`config.mk`:
```
export PLATFORM = sky130hd
export DESIGN_NAME = dyn_clkgen_ctrl
export DESIGN_NICKNAME = d
export VERILOG_FILES = /design/src/rtl/dyn_clkgen_pkg.sv /design/src/rtl/clkgen_shifter.sv /design/src/rtl/dyn_clkgen_ctrl.sv
export SDC_FILE = /design/constraint.sdc
export NUM_CORES = 1
export LEC_CHECK = 0
export CAP_MARGIN = 15
export CORE_UTILIZATION = 45
export DETAILED_ROUTE_END_ITERATION = 12
export GPL_TIMING_DRIVEN = 0
export HOLD_SLACK_MARGIN = 0.03
export PLACE_DENSITY_LB_ADDON = 0.3
export RECOVER_POWER = 25
export REMOVE_ABC_BUFFERS = 1
export SLEW_MARGIN = 20
export SYNTH_ARGS = -nofsm -noshare
export SYNTH_HDL_FRONTEND = slang
export SYNTH_SLANG_ARGS = --single-unit
```
`constraint.sdc`:
```
create_clock -name clk -period 3.1 [get_ports clk]
set_clock_uncertainty 0.2 [all_clocks]
set_input_delay 0.31 -clock clk [delete_from_list [all_inputs] [get_ports clk]]
set_output_delay 0.31 -clock clk [all_outputs]
set_load 0.005 [all_outputs]
```
`src/rtl/dyn_clkgen_pkg.sv`:
```
`default_nettype none
// +--------------------------------------------------------------------+
// | dyn_clkgen_pkg : shared types and constants for the DCM_CLKGEN     |
// | reprogramming controller.                 Rev 1.0                  |
// +--------------------------------------------------------------------+
package dyn_clkgen_pkg;

  typedef enum logic [3:0] {
    S_IDLE      = 4'd0,
    S_LOAD_D    = 4'd1,
    S_GAP_D     = 4'd2,
    S_LOAD_M    = 4'd3,
    S_GAP_M     = 4'd4,
    S_GO        = 4'd5,
    S_WAIT_DONE = 4'd6,
    S_WAIT_LOCK = 4'd7,
    S_DCM_RST   = 4'd8,
    S_FAIL      = 4'd9
  } state_e;

  localparam logic [1:0] CMD_LOAD_D = 2'b01;
  localparam logic [1:0] CMD_LOAD_M = 2'b11;
  localparam int         WORD_LEN   = 10;
  localparam int         FIELD_W    = WORD_LEN - 2;
  localparam int         GAP_LEN    = 2;

  // Command bits occupy the LSBs so they leave the shifter first.
  function automatic logic [WORD_LEN-1:0] make_word(input logic [1:0]         cmd,
                                                    input logic [FIELD_W-1:0] val_m1);
    return {val_m1, cmd};
  endfunction

endpackage
`default_nettype wire

```
`src/rtl/clkgen_shifter.sv`:
```
`default_nettype none
// +--------------------------------------------------------------------+
// | clkgen_shifter : LSB-first load-word shifter with bit counter.     |
// | Rev 1.0                                                            |
// +--------------------------------------------------------------------+
module clkgen_shifter
  import dyn_clkgen_pkg::*;
(
  input  logic                clk,
  input  logic                reset_n,
  input  logic                load_i,
  input  logic                shift_i,
  input  logic [WORD_LEN-1:0] word_i,
  output logic                bit_o,
  output logic                last_bit_o
);

  localparam int BIT_W = $clog2(WORD_LEN);

  logic [WORD_LEN-1:0] word_q;
  logic [BIT_W-1:0]    cnt_q;

  always_ff @(posedge clk) begin
    if (!reset_n) begin
      word_q <= '0;
      cnt_q  <= '0;
    end else if (load_i) begin
      word_q <= word_i;
      cnt_q  <= '0;
    end else if (shift_i) begin
      word_q <= {1'b0, word_q[WORD_LEN-1:1]};
      cnt_q  <= cnt_q + BIT_W'(1);
    end
  end

  assign bit_o      = word_q[0];
  assign last_bit_o = (cnt_q == BIT_W'(WORD_LEN - 1));

endmodule
`default_nettype wire

```
`src/rtl/dyn_clkgen_ctrl.sv`:
```
`default_nettype none
// +--------------------------------------------------------------------+
// | dyn_clkgen_ctrl : DCM_CLKGEN reprogramming controller with lock    |
// | supervision, DCM reset/retry and idle watchdog.   Rev 1.0          |
// +--------------------------------------------------------------------+
module dyn_clkgen_ctrl
  import dyn_clkgen_pkg::*;
#(
  parameter int OSC_MHZ      = 100,
  parameter int SPEED_MHZ    = 25,
  parameter int SPEED_MIN    = 2,
  parameter int SPEED_MAX    = 100,
  parameter int VAL_W        = 8,
  parameter int PROG_DIV     = 1,
  parameter int LOCK_TIMEOUT = 4096,
  parameter int MAX_RETRY    = 3,
  parameter int RST_CYCLES   = 8
) (
  input  logic             clk,
  input  logic             reset_n,
  input  logic             clk_valid,
  input  logic [VAL_W-1:0] speed_in,
  input  logic             start,
  output logic             busy,
  output logic             done,
  output logic             fail,
  output logic             rejected,
  output logic [VAL_W-1:0] cur_speed,
  output logic             progclk,
  output logic             progen,
  output logic             progdata,
  input  logic             progdone,
  input  logic             locked,
  input  logic [2:1]       status,
  output logic             dcm_reset
);

  localparam int CNT_MAX = (LOCK_TIMEOUT > RST_CYCLES) ? LOCK_TIMEOUT : RST_CYCLES;
  localparam int CNT_W   = $clog2(CNT_MAX + 1);
  localparam int RTY_W   = $clog2(MAX_RETRY + 2);
  localparam int DIV_W   = $clog2(PROG_DIV + 1);

  localparam logic [VAL_W-1:0] SPD_MIN = VAL_W'(SPEED_MIN);
  localparam logic [VAL_W-1:0] SPD_MAX = VAL_W'(SPEED_MAX);

  state_e             state_q;
  logic [CNT_W-1:0]   cnt_q;
  logic [RTY_W-1:0]   retry_q;
  logic [VAL_W-1:0]   target_q, cur_speed_q;
  logic [DIV_W-1:0]   div_q;
  logic               progclk_q, progen_q, progdata_q, dcm_reset_q;
  logic               done_q, rejected_q, fail_q;

  logic                w_fall, w_accept, w_lock_ok;
  logic                w_sh_load, w_sh_shift, w_bit, w_last;
  logic [WORD_LEN-1:0] w_sh_word;
  logic                w_unused_status;

  // status[1] (CLKIN stopped) plays no part in any decision here.
  assign w_unused_status = status[1];

  assign w_fall    = (div_q == DIV_W'(PROG_DIV - 1)) && progclk_q;
  assign w_accept  = start && (speed_in >= SPD_MIN) && (speed_in <= SPD_MAX);
  assign w_lock_ok = locked && !status[2];

  always_ff @(posedge clk) begin
    if (!reset_n) begin
      div_q     <= '0;
      progclk_q <= 1'b0;
    end else if (div_q == DIV_W'(PROG_DIV - 1)) begin
      div_q     <= '0;
      progclk_q <= ~progclk_q;
    end else begin
      div_q     <= div_q + DIV_W'(1);
    end
  end

  // Shifter preloads the next word while not shifting; the M word is staged during GAP_D.
  assign w_sh_load  = (state_q != S_LOAD_D) && (state_q != S_LOAD_M);
  assign w_sh_shift = w_fall && !w_sh_load;
  assign w_sh_word  = (state_q == S_GAP_D)
                    ? make_word(CMD_LOAD_M, FIELD_W'(target_q - VAL_W'(1)))
                    : make_word(CMD_LOAD_D, FIELD_W'(OSC_MHZ - 1));

  clkgen_shifter u_shifter (
    .clk        (clk),
    .reset_n    (reset_n),
    .load_i     (w_sh_load),
    .shift_i    (w_sh_shift),
    .word_i     (w_sh_word),
    .bit_o      (w_bit),
    .last_bit_o (w_last)
  );

  always_ff @(posedge clk) begin
    if (!reset_n) begin
      state_q     <= S_IDLE;
      cnt_q       <= '0;
      retry_q     <= '0;
      target_q    <= VAL_W'(SPEED_MHZ);
      cur_speed_q <= VAL_W'(SPEED_MHZ);
      progen_q    <= 1'b0;
      progdata_q  <= 1'b0;
      dcm_reset_q <= 1'b0;
      done_q      <= 1'b0;
      rejected_q  <= 1'b0;
      fail_q      <= 1'b0;
    end else begin
      done_q     <= 1'b0;
      rejected_q <= 1'b0;
      if (!clk_valid) begin
        state_q     <= S_IDLE;
        cnt_q       <= '0;
        retry_q     <= '0;
        progen_q    <= 1'b0;
        progdata_q  <= 1'b0;
        dcm_reset_q <= 1'b0;
      end else begin
        if (w_fall) begin
          progen_q   <= 1'b0;
          progdata_q <= 1'b0;
        end
        case (state_q)
          S_IDLE, S_FAIL: begin
            if (w_accept) begin
              target_q <= speed_in;
              retry_q  <= '0;
              fail_q   <= 1'b0;
              cnt_q    <= '0;
              state_q  <= S_LOAD_D;
            end else begin
              if (start) rejected_q <= 1'b1;
              if (state_q == S_IDLE) begin
                if (w_lock_ok) begin
                  cnt_q <= '0;
                end else if (cnt_q == CNT_W'(LOCK_TIMEOUT - 1)) begin
                  target_q    <= cur_speed_q;
                  retry_q     <= '0;
                  cnt_q       <= '0;
                  dcm_reset_q <= 1'b1;
                  state_q     <= S_DCM_RST;
                end else begin
                  cnt_q <= cnt_q + CNT_W'(1);
                end
              end
            end
          end
          S_LOAD_D, S_LOAD_M: if (w_fall) begin
            progen_q   <= 1'b1;
            progdata_q <= w_bit;
            if (w_last) begin
              cnt_q   <= '0;
              state_q <= (state_q == S_LOAD_D) ? S_GAP_D : S_GAP_M;
            end
          end
          S_GAP_D, S_GAP_M: if (w_fall) begin
            if (cnt_q == CNT_W'(GAP_LEN - 1)) begin
              cnt_q   <= '0;
              state_q <= (state_q == S_GAP_D) ? S_LOAD_M : S_GO;
            end else begin
              cnt_q <= cnt_q + CNT_W'(1);
            end
          end
          S_GO: if (w_fall) begin
            progen_q <= 1'b1;
            cnt_q    <= '0;
            state_q  <= S_WAIT_DONE;
          end
          S_WAIT_DONE, S_WAIT_LOCK: begin
            if ((state_q == S_WAIT_DONE) ? progdone : w_lock_ok) begin
              cnt_q <= '0;
              if (state_q == S_WAIT_DONE) begin
                state_q <= S_WAIT_LOCK;
              end else begin
                done_q      <= 1'b1;
                cur_speed_q <= target_q;
                state_q     <= S_IDLE;
              end
            end else if (cnt_q == CNT_W'(LOCK_TIMEOUT - 1)) begin
              cnt_q       <= '0;
              dcm_reset_q <= 1'b1;
              state_q     <= S_DCM_RST;
            end else begin
              cnt_q <= cnt_q + CNT_W'(1);
            end
          end
          S_DCM_RST: begin
            if (cnt_q == CNT_W'(RST_CYCLES - 1)) begin
              cnt_q       <= '0;
              dcm_reset_q <= 1'b0;
              if (retry_q < RTY_W'(MAX_RETRY)) begin
                retry_q <= retry_q + RTY_W'(1);
                state_q <= S_LOAD_D;
              end else begin
                fail_q  <= 1'b1;
                state_q <= S_FAIL;
              end
            end else begin
              cnt_q <= cnt_q + CNT_W'(1);
            end
          end
          default: state_q <= S_IDLE;
        endcase
      end
    end
  end

  assign busy      = (state_q != S_IDLE) && (state_q != S_FAIL);
  assign done      = done_q;
  assign fail      = fail_q;
  assign rejected  = rejected_q;
  assign cur_speed = cur_speed_q;
  assign progclk   = progclk_q;
  assign progen    = progen_q;
  assign progdata  = progdata_q;
  assign dcm_reset = dcm_reset_q;

endmodule
`default_nettype wire

```
==> results of run 1 <==
area by class of cell:
cell class / instances / share of cell area
Tap cell: 96 / 0.0316
Clock inverter: 7 / 0.0329
Sequential cell: 58 / 0.305
Inverter: 11 / 0.0109
Timing Repair Buffer: 30 / 0.0789
Multi-Input combinational cell: 309 / 0.508
Clock buffer: 9 / 0.0326
kinds of logic after synthesis:
| group | Yosys count |
|---|---|
| simple gates | 179 |
| compound gates | 103 |
| flops | 58 |
| buf+inv | 32 |
| xor+xnor | 11 |
| mux | 9 |
| fa+ha+maj | 6 |
| other cells | 1 |
worst min path at each step:
stage	from	endpoint	slack, ns	depth (start not counted)
after floorplan	reset_n	cur_speed[0]$_SDFFE_PN1P_	0.17	1
after global placement	register	register	0.24	2
after detailed placement	register	register	0.25	2
after CTS	register	register	0.26	2
after global routing	u_shifter.word_q[0]$_SDFFE_PN0P_	u_shifter.word_q[0]$_SDFFE_PN0P_	0.29	2
final	register	register	0.25	2
stage by stage:
| stage | utilization | cells | setup TNS, ns | setup WS [ns] |
|---|---|---|---|---|
| floorplan | - | 378 | 0 | 0.665 |
| global placement | 0.517 | 504 | -0.399 | -0.0927 |
| detailed placement | 0.517 | 504 | -0.576 | -0.106 |
| CTS | 0.553 | 520 | 0 | 0.182 |
| global route | 0.554 | 520 | 0 | 0.0287 |
| finish | 0.554 | 520 | 0 | 0.261 |
repair_timing:
item | CTS | global route
hold endpoints to repair | 0 | 0
setup endpoints to repair | 0 | 1
gates resized for setup | 0 | 1
cell usage after synthesis (all sizes together), types with 8 or more instances:
cell / number / area, µm²
a21oi: 32 / 164
buf: 8 / 43.8
clkbuf: 13 / 50.0
dfxtp: 58 / 1160
inv: 10 / 37.5
mux2i: 9 / 90.1
nand2: 45 / 169
nand2b: 8 / 50.1
nand3: 17 / 90.1
nor2: 45 / 176
nor2b: 8 / 50.1
nor3: 12 / 70.1
o21ai: 18 / 90.1
worst min-delay path, cell delays in order (launching register included):
cell     delay (ns)
dfxtp_1        0.31
nand2_1        0.05
a21oi_1        0.05
registers in the layout (all words and copies together), names as in the netlist, 3 cells and up, named ones only:
| register | count |
|---|---|
| u_shifter.word_q | 10 |
| u_shifter.cnt_q | 4 |
| state_q | 4 |
| retry_q | 3 |
| target_q | 8 |
| cnt_q | 13 |
| cur_speed | 8 |
layer usage:
metal	wire [µm]	track usage	vias to the layer above
met2	3490	0.334	60
met5	0	0	-
met4	124	0.0909	0
met3	275	0.0371	11
met1	3830	0.304	1415
li1	-	-	1494
power groups by stage:
stage | Sequential (mW) | Combinational, mW | Clock, mW
6_report | 0.773 | 0.141 | 0.881
5_1_grt | 0.775 | 0.156 | 0.920
4_1_cts | 0.773 | 0.141 | 0.895
3_5_place_dp | 0.790 | 0.139 | 0
3_3_place_gp | 0.789 | 0.137 | 0
2_1_floorplan | 0.786 | 0.0861 | 0
==> metrics.md, run 1 <==
| Metric | Value |
|---|---|
| Routed Antenna Nets | 0 |
| Final instance area | approximately 3800 µm² |
| Final setup vio count | 0 |
| H-tree Lvls | 3 |
| Num rows | 30 |
| Number of library cell types mapped by synthesis | 65 |
| Initial antenna violation count | 0 |
| Storage cell area | approximately 1200 µm² |
| Clock slew at reported path FFs | 0.08 ns |
| Hold Vio Cnt, Final | 0 |
| Mapped cell area | approximately 3200 µm² |
| Largest net degree at the start of global routing | 22 |
| Reg-to-Reg Start | cnt_q[0]$_SDFFE_PN0P_ |
| Placer Congestion | around 0.84 |
| FF+latch count, synth | 58 |
| RSZ-0062 raised after global routing | false |
| Clock power share | 0.491 |
| CP endpoint kind | register |
| Reg-to-reg setup timing slack | between 0.3 and 0.4 ns |
| Number of antenna diodes | 0 |
| WP data required | roughly 3.2 ns |
| Syn_area_per_cell | around 8.1 µm² |
| Max stage delay on crit path | between 0.8 and 0.9 ns |
| Compound-cell area share of the yosys netlist | 0.219 |
| P_leak | between 1 and 1.5 nW |
| First-pass GRT wire length | between 10000 and 15000 µm |
| Number of global-route vias before repair | 2619 |
| Maximum clock frequency | around 350 MHz |
| Normalized max-slew margin | 0.429 |
| DRT iter0 DRCs | about 160 |
| Comb pwr share | 0.078 |
| Power share of the sequential group | 0.431 |
| Die Width | between 80 and 90 µm |
| Crit share post-route | 0.916 |
| Tot Pwr | about 1.8 mW |
| Largest family of logic cells by synthesized area | simple AND/OR/NAND/NOR gates |
| Xor/xnor share of the synthesized area | 0.0299 |
| # fillers | between 600 and 700 |
| Multi-input gate area | 1930 µm² |
| Most common cell after layout, fill and taps aside | dfxtp_1 |
| Routed wire per std cell | 14.9 µm |
| Hold Path Class | reg -> reg |
| Most frequent cells in the layout | dfxtp_1 (58), nand2_1 (45), nor2_1 (44), a21oi_1 (31), o21ai_0 (18) |
| Hold_buf cts | 0 |
| Power Density | between 400 and 500 nW/µm² |
| Int Power | 1.36 mW |
| Post-CTS Setup Bufs | 0 |
| Levels on crit path | 5 |
| FF-to-FF path depth | 7 |
| Critical path data arrival time | approximately 2.9 ns |
| I/O Buffers | 30 |
| Async set-reset flop share out of synthesis | 0 |
| Crit path time final | roughly 2.8 ns |
| # DRC | 0 |
| Area Growth Syn to Fin | 17.9% |
| Hold WS | between 0.2 and 0.25 ns |
| Clk Latency, worst-skew pair | 0.35 ns |
| Clock Path Buffers | 2 |
| Syn Inst Count | 399 |
| CTS Buf Count | 9 |
| CP cell instances | clkdlybuf4s50_1 -> nand2_1 -> a21oi_1 -> and2_1 -> a211o_1 |
| Worst-Margin Slew | 0.850 ns |
| Peak supply drop | around 0.00032 V |
| Post-synthesis mux area share | 0.0279 |
| Nets@finish | 441 |
| Largest fanout on the critical path | 20 |
| CTS tree | done |
| Vias per Instance | ~5.7 |
| Switching Share | 0.245 |
| Syn. warnings | 0 |
| WP buf/inv | 1 |
| Max Cap Viol | 0 |
| Starting Density | 0.470 |
| Startpoint Class | input port |
| Simple-Gate Fraction of Synth Area | 0.297 |
| DIE AREA | ~7500 µm² |
| Top Ports | 32 |
| DRT Pass-1 Iters | 4 |
| Post-synthesis sequential area ratio | 0.360 |
| Outcome | finished, final reports clean |
| Switch Pwr | 0.439 mW |
| CP delay by family, top | compound AO/OA/AOI/OAI gates |
| Kind of critical path | in -> reg |
| DP Area | around 3600 µm² |
| Half-perimeter wire length after placement | roughly 5400 µm |
| CORE AREA | 6870 µm² |
| Main synth FF type | dfxtp_1 |
| CTS Sinks | 58 |
| Fraction of layout cells with a size suffix above 1 | 0.0708 |
| GRT Util Overall | 0.218 |
| DRT Wirelength | between 7000 and 8000 µm |
| Post-synth EDFFs | 0 |
| DR vias | 2980 |
| Synth Area in Adders | 0.0233 |
| Worst Setup EP | cnt_q[3]$_SDFFE_PN0P_ |
| Reg2reg end | target_q[6]$_SDFFE_PN0P_ |
| Total gr overflow | 0 |
| DIE HEIGHT | slightly below 90 µm |
| Root cell of the clock tree | clkbuf_8 |
| Slowest CP cell | clkdlybuf4s50_1 |
| Final Max Tran Viols | 0 |
| Critical path startpoint | reset_n |
Note: power is estimated with default switching activity, not from simulation.
==> inputs of run 2 (changes only) <==
- CAP_MARGIN: 15 -> 20
==> results of run 2 <==
No change in the layout: final DEF, timing and power equal those of run 1.
